===== src/rtl/saed32_fifo_pkg.sv =====
// Shared sizing for the 32x32 SRAM-backed FIFO controller and its output buffer.
package saed32_fifo_pkg;
  localparam int DATA_WIDTH = 32;
  localparam int ADDR_WIDTH = 5;
  localparam int DEPTH      = 2 ** ADDR_WIDTH;
  localparam int OBUF_DEPTH = 2;
  localparam int COUNT_W    = 6;

  typedef logic [DATA_WIDTH-1:0] word_t;
  typedef logic [ADDR_WIDTH-1:0] addr_t;
  typedef logic [COUNT_W-1:0]    count_t;
endpackage


===== src/rtl/saed32_fifo_obuf.sv =====
// 2-entry output buffer behind the SRAM read port; head is always slot 0, written
// data is visible one cycle later, and the head holds steady while the consumer stalls.
module saed32_fifo_obuf
  import saed32_fifo_pkg::*;
(
  input  logic       clk,
  input  logic       rst,
  input  logic       clr,
  input  logic       wr_vld,
  input  word_t      wr_dat,
  input  logic       rd_rdy,
  output word_t      head_dat,
  output logic [1:0] buf_cnt,
  output logic       rd_vld,
  output logic       pop
);
  word_t      ent0_q, ent0_d;
  word_t      ent1_q, ent1_d;
  logic [1:0] cnt_q, cnt_d;
  logic [1:0] slot;

  assign rd_vld   = (cnt_q != 2'd0);
  assign pop      = rd_vld & rd_rdy;
  assign head_dat = ent0_q;
  assign buf_cnt  = cnt_q;
  assign slot     = cnt_q - {1'b0, pop};

  always_comb begin
    ent0_d = ent0_q;
    ent1_d = ent1_q;
    cnt_d  = cnt_q;
    if (clr) begin
      cnt_d = 2'd0;
    end else begin
      if (pop) ent0_d = ent1_q;
      // The write lands after the shift so a pop+write at occupancy 1 refills slot 0.
      if (wr_vld) begin
        if (slot == 2'd0) ent0_d = wr_dat;
        else              ent1_d = wr_dat;
      end
      cnt_d = cnt_q + {1'b0, wr_vld} - {1'b0, pop};
    end
  end

  always_ff @(posedge clk or posedge rst) begin
    if (rst) begin
      ent0_q <= '0;
      ent1_q <= '0;
      cnt_q  <= 2'd0;
    end else begin
      ent0_q <= ent0_d;
      ent1_q <= ent1_d;
      cnt_q  <= cnt_d;
    end
  end
endmodule


===== src/rtl/saed32_fifo32x32_ctrl.sv =====
// FIFO controller over a 1-cycle-latency dual-port SRAM: push to out_valid is 3 cycles
// when empty, one word per clock sustained; in_ready drops only when the SRAM holds 32 unissued words.
module saed32_fifo32x32_ctrl
  import saed32_fifo_pkg::*;
(
  input  logic                  CLK,
  input  logic                  RST,
  input  logic                  clr,
  input  logic                  in_valid,
  output logic                  in_ready,
  input  logic [DATA_WIDTH-1:0] in_data,
  output logic                  out_valid,
  input  logic                  out_ready,
  output logic [DATA_WIDTH-1:0] out_data,
  output logic [COUNT_W-1:0]    count,
  output logic [ADDR_WIDTH-1:0] mem_A0,
  output logic [DATA_WIDTH-1:0] mem_D0,
  output logic [DATA_WIDTH-1:0] mem_WEM0,
  output logic                  mem_WE0,
  output logic                  mem_CE0,
  output logic [ADDR_WIDTH-1:0] mem_A1,
  output logic [DATA_WIDTH-1:0] mem_D1,
  output logic [DATA_WIDTH-1:0] mem_WEM1,
  output logic                  mem_WE1,
  output logic                  mem_CE1,
  input  logic [DATA_WIDTH-1:0] mem_Q1
);
  addr_t      wptr_q, wptr_d;
  addr_t      rptr_q, rptr_d;
  count_t     mem_cnt_q, mem_cnt_d;
  logic       inflight_q, inflight_d;
  logic       push, issue, pop;
  logic [1:0] buf_cnt;
  logic [2:0] occ_after;

  assign in_ready  = (mem_cnt_q < COUNT_W'(DEPTH)) & ~clr;
  assign push      = in_valid & in_ready;
  // Buffer slots still committed after this cycle's pop; a new read needs one free.
  assign occ_after = {1'b0, buf_cnt} + {2'b0, inflight_q} - {2'b0, pop};
  assign issue     = (mem_cnt_q != '0) & (occ_after < 3'd2) & ~clr;

  always_comb begin
    wptr_d     = wptr_q;
    rptr_d     = rptr_q;
    mem_cnt_d  = mem_cnt_q;
    inflight_d = inflight_q;
    if (clr) begin
      wptr_d     = '0;
      rptr_d     = '0;
      mem_cnt_d  = '0;
      inflight_d = 1'b0;
    end else begin
      if (push)  wptr_d = wptr_q + 1'b1;
      if (issue) rptr_d = rptr_q + 1'b1;
      mem_cnt_d  = mem_cnt_q + COUNT_W'(push) - COUNT_W'(issue);
      inflight_d = issue;
    end
  end

  always_ff @(posedge CLK or posedge RST) begin
    if (RST) begin
      wptr_q     <= '0;
      rptr_q     <= '0;
      mem_cnt_q  <= '0;
      inflight_q <= 1'b0;
    end else begin
      wptr_q     <= wptr_d;
      rptr_q     <= rptr_d;
      mem_cnt_q  <= mem_cnt_d;
      inflight_q <= inflight_d;
    end
  end

  assign mem_CE0  = push;
  assign mem_WE0  = push;
  assign mem_A0   = push ? wptr_q : '0;
  assign mem_D0   = push ? in_data : '0;
  assign mem_WEM0 = {DATA_WIDTH{push}};

  assign mem_CE1  = issue;
  assign mem_WE1  = 1'b0;
  assign mem_A1   = issue ? rptr_q : '0;
  assign mem_D1   = '0;
  assign mem_WEM1 = '0;

  assign count = mem_cnt_q + COUNT_W'(inflight_q) + COUNT_W'(buf_cnt);

  saed32_fifo_obuf u_obuf (
    .clk      (CLK),
    .rst      (RST),
    .clr      (clr),
    .wr_vld   (inflight_q),
    .wr_dat   (mem_Q1),
    .rd_rdy   (out_ready),
    .head_dat (out_data),
    .buf_cnt  (buf_cnt),
    .rd_vld   (out_valid),
    .pop      (pop)
  );
endmodule


===== config.mk =====
export PLATFORM = sky130hd
export DESIGN_NAME = saed32_fifo32x32_ctrl
export DESIGN_NICKNAME = d
export VERILOG_FILES = /design/src/rtl/saed32_fifo_pkg.sv /design/src/rtl/saed32_fifo_obuf.sv /design/src/rtl/saed32_fifo32x32_ctrl.sv
export SDC_FILE = /design/constraint.sdc
export NUM_CORES = 1
export LEC_CHECK = 0
export CAP_MARGIN = 20
export CORE_MARGIN = 4
export CORE_UTILIZATION = 50
export DETAILED_ROUTE_END_ITERATION = 6
export DONT_BUFFER_PORTS = 1
export HOLD_SLACK_MARGIN = 0.05
export PLACE_DENSITY_LB_ADDON = 0.3
export SETUP_SLACK_MARGIN = 0.15
export SLEW_MARGIN = 30
export SYNTH_ARGS = -nofsm -noshare
export SYNTH_HDL_FRONTEND = slang
export SYNTH_SLANG_ARGS = --single-unit

===== constraint.sdc =====
create_clock -name CLK -period 4.1 [get_ports CLK]
set_input_delay 0.205 -clock CLK [delete_from_list [all_inputs] [get_ports CLK]]
set_output_delay 0.205 -clock CLK [all_outputs]
set_load 0.005 [all_outputs]

; Yosys cells after proc, flatten, opt, wreduce, memory -nomap -nowiden
; Index checks and enable logic that the tools add are counted.
[totals]
ff_bits = 83
inputBits = 69
word_cells = 46
[classes]
n_addsub = 11
magnitude_cmp = 2
mux = 13
n_bitwise = 7
reduce_logical = 6
[op_table]
columns = cell, n
row1 = $mux W32, 4
row2 = $mux W5, 6
row3 = $add A6 B1 Y6, 2
row4 = $add A5 B1 Y5 const B, 2
row5 = $add A6 B2 Y6, 1
row6 = $lt A6 B6 Y1 const B, 1
row7 = $mux W6, 1
row8 = $reduce_bool A2 Y1, 3
row9 = $reduce_bool A6 Y1, 1
row10 = $sub A6 B1 Y6, 1
row11 = $and A1 B1 Y1, 5
row12 = $sub A2 B1 Y2, 2
row13 = $add A2 B1 Y3, 1
row14 = $lt A3 B2 Y1 const B, 1
row15 = $reduce_and A3 Y1, 1
row16 = $sub A3 B1 Y3, 1
row17 = $add A2 B1 Y2, 1
row18 = $logic_not A2 Y1, 1
row19 = $mux W2, 1
row20 = $not A1 Y1, 2
row21 = $mux W1, 1

; Logic depth before layout (Yosys ltp)
; Gate-level depths: netlist (run 1).
[logic_depth]
word_depth = 8
ltp_mapped = 15

; Modules after synthesis
; A second synthesis (run 1) with hierarchy kept.
[hier_totals]
hier_cells = 468
area_unflattened_um2 = 5190.0
[by_module_without_submodules]
columns = module, n_inst, cells_each, area_each_um2, seq_area_each_um2
row1 = saed32_fifo_obuf, 1, 196, 2894.0, 1651.6
row2 = saed32_fifo32x32_ctrl, 1, 272, 2296.0, 425.4

; Worst setup path before layout (run 1)
; Ideal clock, no wire load.
[synth_path]
kind = register to register
from = reg u_obuf.cnt_q[1], in the netlist u_obuf.buf_cnt[1]
to = reg mem_cnt_q[4]
setup_ns = 0.125
t_arrival_ns = 3.393
required_ns = 3.975
path_slack_ns = 0.583
path_stages_with_launch = 15
synth_period_minus_slack_ns = 3.517
path_cell_list = dfrtp_1 > nand3_2 > o21ai_0 > ha_1 > inv_1 > fa_1 > xor2_1 > nor4b_2 > ha_1 > inv_1 > ha_1 > fa_1 > a21o_1 > a21oi_1 > mux2_2
[synth_between]
elab_chain_len = 8
[synth_lines]
columns = item, line
row1 = from (decl), saed32_fifo_obuf.sv:19  ; logic [1:0] cnt_q, cnt_d;
row2 = from (signal assigned), saed32_fifo_obuf.sv:53  ; cnt_q <= cnt_d;
row3 = "parallel branches: the longest is 2 deep, another holds $add A2 B1 Y3", -
row4 = $sub A3 B1 Y3 (*), saed32_fifo32x32_ctrl.sv:39  ; assign occ_after = {1'b0, buf_cnt} + {2'b0, inflight_q} - {2'b0, pop};
row5 = $lt A3 B2 Y1 (*), saed32_fifo32x32_ctrl.sv:40  ; assign issue = (mem_cnt_q != '0) & (occ_after < 3'd2) & ~clr;
row6 = $and A1 B1 Y1 (*) (2 in a row), saed32_fifo32x32_ctrl.sv:40
row7 = via mem_CE1, saed32_fifo32x32_ctrl.sv:25  ; output logic mem_CE1,
row8 = $sub A6 B1 Y6 (*), saed32_fifo32x32_ctrl.sv:55  ; mem_cnt_d = mem_cnt_q + COUNT_W'(push) - COUNT_W'(issue);
row9 = $mux W6 (*), saed32_fifo32x32_ctrl.sv:47  ; if (clr) begin
row10 = via mem_cnt_d[4], saed32_fifo32x32_ctrl.sv:30  ; count_t mem_cnt_q, mem_cnt_d;
row11 = to (signal assigned), saed32_fifo32x32_ctrl.sv:69  ; mem_cnt_q <= mem_cnt_d;
row12 = to (decl), saed32_fifo32x32_ctrl.sv:30
; Mark *: on every way through the listed nets, which the timed path passes.
; A chain may end at the register's enable or synchronous reset.

; Final worst setup path (run 1)
[layout_path]
from = reg u_obuf.cnt_q[0], in the netlist u_obuf.buf_cnt[0]
to = reg mem_cnt_q[4]
; The elaborated chain is that of the path after synthesis.

==> impl_results.md, run 1 <==
* Status: finished clean
* Post-DP HPWL at between 7000 and 8000 um
* Register area share after synthesis at between 40% and 50%
* Leak pwr at ~2.5 nW
* Worst R2R Setup Slack at approximately 0.44 ns
* Slowest stage delay, CP at 0.50 ns
* Number of global-route vias before repair at 3,348
* Crit. End Element: flip-flop
* CP Launch Type: flip-flop
* Post-synthesis register bit count at between 80 and 90
* Site Rows at 36
* CP max FO at 9
* CTS Root Cell: clkbuf_8
* Avg Vias per Cell at 5.57
* Vias at about 3.4k
* Final Power at 3.46 mW
* Kind of critical path: reg2reg
* Cell-internal power at 2.20 mW
* Synth Cell Area at about 0.005 mm^2
* Top Metal Used: met4
* Starting DRT DRC Count at 160
* I/O Buffers at 0
* Die height at 109 um
* Syn_area_per_cell at 10.8 um^2
* Reg2Reg Depth at 15
* Asr flop ratio synth at 100%
* Antenna Cells at 0
* Tcrit/Tclk final at 89.2%
* Core box area at 0.00986 mm^2
* Worst skew pair latency at between 0.3 and 0.4 ns
* WL met2 at 6060 um
* Total Wirelength at between 10,000 and 15,000 um
* Net Sw Frac at 36.4%
* Multi-input logic area at 0.00238 mm^2
* RR Endpoint: mem_cnt_q[4]
* Pin count of the biggest net entering global routing at 48
* Starting Density at a little over half
* Fin util at approximately 54%
* Synth cell types at 50
* Final WS setup at ~0.44 ns
* Max-Cap Viols at 0
* CP most frequent cell: ha_1
* First-pass GRT wire length at ~17,000 um
* Layout Nets at 552
* Clock Sinks at 83
* PD cells at between 600 and 700 mW/mm^2
* Fin Setup TNS at 0 ns
* GP Congestion at 0.821
* Critical Path Slowest Stage Cell: nor4b_4
* Clk_skew at around 0.011 ns
* Top_reg_cell synth: dfrtp_1
* Tmin final at 3.66 ns
* Data required time of the worst path at 4.34 ns
* Worst-margin pin slew at around 0.85 ns
* IO Pins at 251
* Worst Hold Depth at 3
* Pins Over Slew Limit at 0
* Post-Syn Instances at around 480
* Met3 WL at 918 um
* Reg area at 0.00208 mm^2
* Hold path start: in_valid
* DR WL/cell at approximately 19 um
* Slew margin rel. at 42.7%
* Clk pin slew, worst setup/hold paths at 0.09 ns
* Hold Path Sink: wptr_q[1]
* H-tree depth at 3
* Num CTS Buffers at 9
* R2R Path Start: u_obuf.buf_cnt[0]
* Crit-path cells: inv_2 -> nand3_2 -> o21ai_0 -> ha_1 -> inv_1 -> fa_1 -> xor2_2 -> nor4b_4 -> ha_1 -> inv_1 -> ha_1 -> fa_2 -> a21o_1 -> a21oi_1 -> mux2_2
* Net Sw Power at 1.26 mW
* CTS tree: built
* ANT nets after route at 0
* Share of total power in combinational logic at 39.6%
* Fraction of layout cells with a size suffix above 1 at ~16%
* Synth top area cells: dfrtp_1 40%, buf_4 15%, mux2_2 7.5%, a221o_1 5.9%, nor4b_1 5.6%
* Fmax at 273 MHz
* Clock Path Buffers at 2
* RSZ-0062 raised after global routing: false
* Worst min path class: in2reg
* Clock power frac at 19.6%
* Yosys top cell area share at about 40%
* FILL cells at 858
* Die width at around 110 um
* Grt ovf at 0
* EDFF count, synth at 0
* Initial antenna violation count at 0
* Pre-CTS setup slack at 0.168 ns
* Sequential Power Share at 40.8%
* Syn. warnings at 0
* Crit path DAT at 3.89 ns
* Area grow syn2layout at 3.73%
* DRC violations left at 0
* Final Hold Vio Count at 0
* GRT Overall Usage at 18.3%
* Setup Viol. Count Final at 0
* Maximum VDD drop at 328 uV
* Pre-antenna DRT Iters at 4
* Cell taking the most area after synthesis: dfrtp_1
* Metal-1 WL at 4370 um
* Die footprint at 0.0119 mm^2
## per-stage QoR
stage,std cells,hold slack (ns),cell area [um^2]
3_3_place_gp,551,0.215,4720
5_1_grt,602,0.0900,5320
2_1_floorplan,539,0.337,5370
4_1_cts,601,0.0640,5310
3_5_place_dp,551,0.216,4730
6_report,602,0.0788,5320
## layout by cell type, fill, tap and decap left out, types with 3 or more instances in the layout
| cell | netlist | routed |
|---|---|---|
| fa_1 | 4 | 3 |
| inv_6 | 0 | 3 |
| nor2b_1 | 8 | 8 |
| and2_1 | 6 | 5 |
| dlygate4sd3_1 | 0 | 34 |
| nor2_1 | 10 | 10 |
| or4_1 | 3 | 3 |
| nand2_1 | 8 | 8 |
| o21ai_0 | 4 | 4 |
| o31ai_1 | 4 | 4 |
| ha_1 | 15 | 15 |
| nor4b_1 | 33 | 33 |
| and3_1 | 37 | 37 |
| a221o_1 | 30 | 30 |
| a21oi_1 | 8 | 8 |
| dfrtp_1 | 83 | 83 |
| mux2_2 | 34 | 34 |
| xnor2_1 | 5 | 5 |
| clkbuf_8 | 0 | 9 |
| conb_1 | 1 | 65 |
| inv_1 | 16 | 15 |
| buf_4 | 101 | 9 |
## power by group through the flow
stage | clock (mW) | combinational (mW) | sequential, mW
final | 0.678 | 1.37 | 1.41
after floorplan | 0 | 1.19 | 1.35
after CTS | 0.705 | 1.36 | 1.42
after global placement | 0 | 1.26 | 1.42
after detailed placement | 0 | 1.31 | 1.43
after global routing | 0.741 | 1.52 | 1.46
## area by class of cell
| type | count | share of cell area, % |
|---|---|---|
| clock buffers | 9 | 2.33 |
| well taps | 133 | 3.13 |
| flip-flops and latches | 83 | 39.0 |
| clock inverters | 7 | 1.93 |
| repair buffers | 43 | 7.66 |
| multi-input cells | 309 | 44.6 |
| inverters | 18 | 1.29 |
## kinds of logic after synthesis
| logic type | after synthesis | share of synthesized area [%] |
|---|---|---|
| buf+inv | 147 | 18.7 |
| other cells | 1 | 0.0731 |
| flops | 83 | 40.5 |
| fa+ha+maj | 19 | 5.22 |
| mux | 36 | 7.88 |
| xor+xnor | 8 | 1.37 |
| simple gates | 124 | 16.6 |
| compound gates | 57 | 9.73 |
## worst max path at each step
stage                           start  slack, ns            to  depth (start not counted)
floorplan           u_obuf.buf_cnt[1]       0.58  mem_cnt_q[4]                         14
finish              u_obuf.buf_cnt[0]       0.44  mem_cnt_q[4]                         15
detailed placement  u_obuf.buf_cnt[0]       0.17  mem_cnt_q[4]                         15
global route        u_obuf.buf_cnt[0]       0.18  mem_cnt_q[4]                         15
global placement    u_obuf.buf_cnt[0]       0.33  mem_cnt_q[4]                         15
CTS                 u_obuf.buf_cnt[0]       0.22  mem_cnt_q[4]                         15
## layer usage
metal  vias to the layer above  global-route usage [%]
met1                      1661                    22.4
met5                         -                       0
li1                       1529                       -
met4                         0                    4.27
met2                       155                    32.2
met3                         8                    5.05
## registers in the layout, summed over array words and instances, names as in the netlist
register / cells
u_obuf.ent1_q: 32
u_obuf.head_dat: 32
mem_cnt_q: 6
rptr_q: 5
wptr_q: 5
u_obuf.buf_cnt: 2
inflight_q: 1
## cells in the mapped netlist (3+ instances only)
master      n
a21o_1      3
a21oi_1     8
a221o_1    30
and2_1      6
and3_1     37
buf_2       4
buf_4     101
buf_6       3
clkbuf_1   20
dfrtp_1    83
fa_1        4
ha_1       15
inv_1      16
mux2_2     34
nand2_1     8
nor2_1     10
nor2b_1     8
nor4b_1    33
o21ai_0     4
o31ai_1     4
or4_1       3
xnor2_1     5
xor2_1      3
## what timing repair did
| action | 4_1_cts | 5_1_grt |
|---|---|---|
| setup endpoints to repair | 1 | 1 |
| hold buffers | 34 | 0 |
| setup buffers | 0 | 1 |
| endpoints found under the hold margin | 115 | 0 |
| resized for setup | 1 | 2 |
| pin swaps | 0 | 1 |
## critical path, delay by kind of cell, from the launching register on
family	cells	cell delay [ns]
XOR/XNOR	1	0.22
AND/OR/NAND/NOR	2	0.59
AO/OA/AOI/OAI	3	0.44
adder cells (fa/ha/maj)	5	1.35
buffers and inverters	3	0.19
flip-flops	1	0.41
multiplexers	1	0.34
No activity file was read; power rests on OpenSTA's default activity.
==> inputs of run 2 (changes only) <==
Settings changed: CORE_ASPECT_RATIO set to 2.
==> run 2 against run 1 <==
  * Non-clock buffer count down 1
  * Hold slack better by 0.029 ns
  * Setup slack lost 0.035 ns
  * Power is 5.0% higher
  * Routed wire length is 12% higher
  * Cell count grew 0.17%
  * Register-to-register slack lost 0.03 ns
  * Core utilization fell by 0.40 points
  * Clock-buffer cell count is 1 higher
  * Critical path type unchanged
  * Largest power group unchanged
  * Highest routed layer unchanged
==> impl_results.md, run 2 (synthesized netlist as in run 1, its figures left out) <==
* Status: finished clean
* Die footprint at 0.0120 mm^2 (+0.82%)
* Starting DRT DRC Count at 112 (-30%)
* Crit path DAT at 3.91 ns (+0.02 ns)
* Area grow syn2layout at 5.27%
* I/O Buffers at 0 (unchanged)
* Leak pwr at 2.52 nW (+0.75%)
* Die width at 79.6 um (-27%)
* Worst skew pair latency at 0.33 ns (-0.02 ns)
* Final Power at 3.63 mW (+5.0%)
* Site Rows at 52 (+44%)
* Fraction of layout cells with a size suffix above 1 at 15.8% (-0.18 points)
* Layout Nets at 551 (-0.18%)
* Hold path start: in_valid
* Cell-internal power at 2.33 mW (+5.9%)
* First-pass GRT wire length at 19,300 um (+13%)
* Clock Sinks at 83 (unchanged)
* Core box area at 0.0101 mm^2 (+2.2%)
* RR Endpoint: mem_cnt_q[4]
* H-tree depth at 3 (unchanged)
* IO Pins at 251 (unchanged)
* Pin count of the biggest net entering global routing at 49 (+2.1%)
* Slowest stage delay, CP at 0.53 ns (+0.03 ns)
* Maximum VDD drop at 439 uV (+34%)
* Tmin final at 3.69 ns (+0.0345 ns)
* Commonest non-fill, non-tap cell in the layout: dfrtp_1
* Initial antenna violation count at 1 (+1)
* Critical Path Slowest Stage Cell: nor4b_4
* R2R Path Start: u_obuf.buf_cnt[0]
* Starting Density at 50.9% (-1.1 points)
* CTS Root Cell: clkbuf_16
* Post-DP HPWL at 9070 um (+17%)
* CP Launch Type: flip-flop
* Data required time of the worst path at 4.31 ns (-0.03 ns)
* Slew margin rel. at 53.2% (+11 points)
* Worst min path class: in2reg
* Net Sw Power at 1.30 mW (+3.4%)
* Share of total power in combinational logic at 38.0% (-1.6 points)
* Final hold slack at 0.107 ns (+0.0287 ns)
* Kind of critical path: reg2reg
* Fin Setup TNS at 0 ns (unchanged)
* Worst R2R Setup Slack at 0.41 ns (-0.03 ns)
* Placed cells at 553 (+0.36%)
* Vias at 3,426 (+2.2%)
* Num CTS Buffers at 9 (unchanged)
* Setup Viol. Count Final at 0 (unchanged)
* Die height at 151 um (+38%)
* Post-route insts no fill at 603 (+0.17%)
* Clock Path Buffers at 2 (unchanged)
* Reg2Reg Depth at 15 (unchanged)
* Max-Cap Viols at 0 (unchanged)
* Tcrit/Tclk final at 90.1% (+0.84 points)
* Most frequent cells in the layout: 83 x dfrtp_1, 65 x conb_1, 37 x and3_1
* Sequential Power Share at 39.3% (-1.5 points)
* Pre-antenna DRT Iters at 4 (unchanged)
* Hold Path Sink: wptr_q[1]
* ANT nets after route at 0 (unchanged)
* Antenna Cells at 0 (unchanged)
* Number of global-route vias before repair at 3,626 (+8.3%)
* Clk_skew at 0.00851 ns (-0.00297 ns)
* Clk pin slew, worst setup/hold paths at 0.07 ns (-0.02 ns)
* Crit. End Element: flip-flop
* PD cells at 672 mW/mm^2 (+3.5%)
* DRC violations left at 0 (unchanged)
* RSZ-0062 raised after global routing: false
* GP Congestion at 0.786 (-4.4%)
* Net Sw Frac at 35.8% (-0.56 points)
* Grt ovf at 0 (unchanged)
* CTS tree: built
* Worst-margin pin slew at 0.702 ns (-0.146 ns)
* Crit-path cells: inv_2 -> nand3_2 -> o21ai_1 -> ha_1 -> inv_1 -> fa_2 -> xor2_4 -> nor4b_4 -> ha_1 -> inv_1 -> ha_1 -> fa_2 -> a21o_1 -> a21oi_1 -> mux2_2
* Avg Vias per Cell at 5.68 (+2.0%)
* CP bufs+invs at 3 (unchanged)
* Total Wirelength at 12,800 um (+12%)
* Clock power frac at 22.6% (+3.0 points)
* Fmax at 271 MHz (-0.94%)
* Kind of cell adding the most delay to the critical path: adder cells
* DR WL/cell at 21.2 um (+11%)
* CP max FO at 9 (unchanged)
* GRT Overall Usage at 20.9% (+2.6 points)
* CP most frequent cell: ha_1
* Worst Hold Depth at 3 (unchanged)
* Pins Over Slew Limit at 0 (unchanged)
* Final Hold Vio Count at 0 (unchanged)
## run 2: timing repair
action,CTS,global route
endpoints found under the setup margin,1,1
hold endpoints to repair,113,0
resized for setup,1,5
cloned,0,0
buffers inserted,0,0
pin swaps,0,2
hold buffers,34,0
## run 2: stage by stage
stage	setup slack [ns]	instance area (um^2)	utilization, %
floorplan	0.583	5370	-
global placement	0.282	4730	46.9
detailed placement	0.155	4730	46.9
CTS	0.267	5380	53.3
global route	0.149	5400	53.6
finish	0.407	5400	53.6
## run 2: how the worst max path moves through the flow
| stage | slack, ns | endpoint | start | cells past startpoint |
|---|---|---|---|---|
| 5_1_grt | 0.15 | mem_cnt_q[4] | u_obuf.buf_cnt[0] | 15 |
| 3_5_place_dp | 0.15 | mem_cnt_q[4] | u_obuf.buf_cnt[0] | 15 |
| 3_3_place_gp | 0.28 | mem_cnt_q[4] | u_obuf.buf_cnt[0] | 15 |
| 4_1_cts | 0.27 | mem_cnt_q[4] | u_obuf.buf_cnt[0] | 15 |
| 6_report | 0.41 | mem_cnt_q[4] | u_obuf.buf_cnt[0] | 15 |
| 2_1_floorplan | 0.58 | mem_cnt_q[4] | u_obuf.buf_cnt[1] | 14 |
## run 2: worst register-to-register path: cells and delay by family, from the launching register on
| family | cells | cell delay [ns] |
|---|---|---|
| fa+ha+maj | 5 | 1.34 |
| simple gates | 2 | 0.63 |
| compound gates | 3 | 0.44 |
| flops | 1 | 0.42 |
| mux | 1 | 0.34 |
| buf+inv | 3 | 0.20 |
| xor+xnor | 1 | 0.20 |
## run 2: cell type report
class                           count  area, um^2
Fill cell                         883        4680
Multi-Input combinational cell    309        2390
Sequential cell                    83        2080
Timing Repair Buffer               42         400
Clock buffer                       10         229
Tap cell                          135         169
Clock inverter                      6        71.3
Inverter                           18        68.8
## run 2: power by group through the flow
| stage | sequential [mW] | combinational (mW) | clock [mW] |
|---|---|---|---|
| 2_1_floorplan | 1.35 | 1.19 | 0 |
| 3_3_place_gp | 1.43 | 1.28 | 0 |
| 3_5_place_dp | 1.44 | 1.33 | 0 |
| 4_1_cts | 1.43 | 1.37 | 0.844 |
| 5_1_grt | 1.47 | 1.54 | 0.881 |
| 6_report | 1.43 | 1.38 | 0.823 |
## run 2: metal layers
metal,share of wire [%],vias up,global-route usage (%)
met4,3.4,0,9.64
met1,32,1719,20.2
met5,0,-,0
met2,57,164,40.5
met3,8.0,20,4.76
li1,-,1523,-
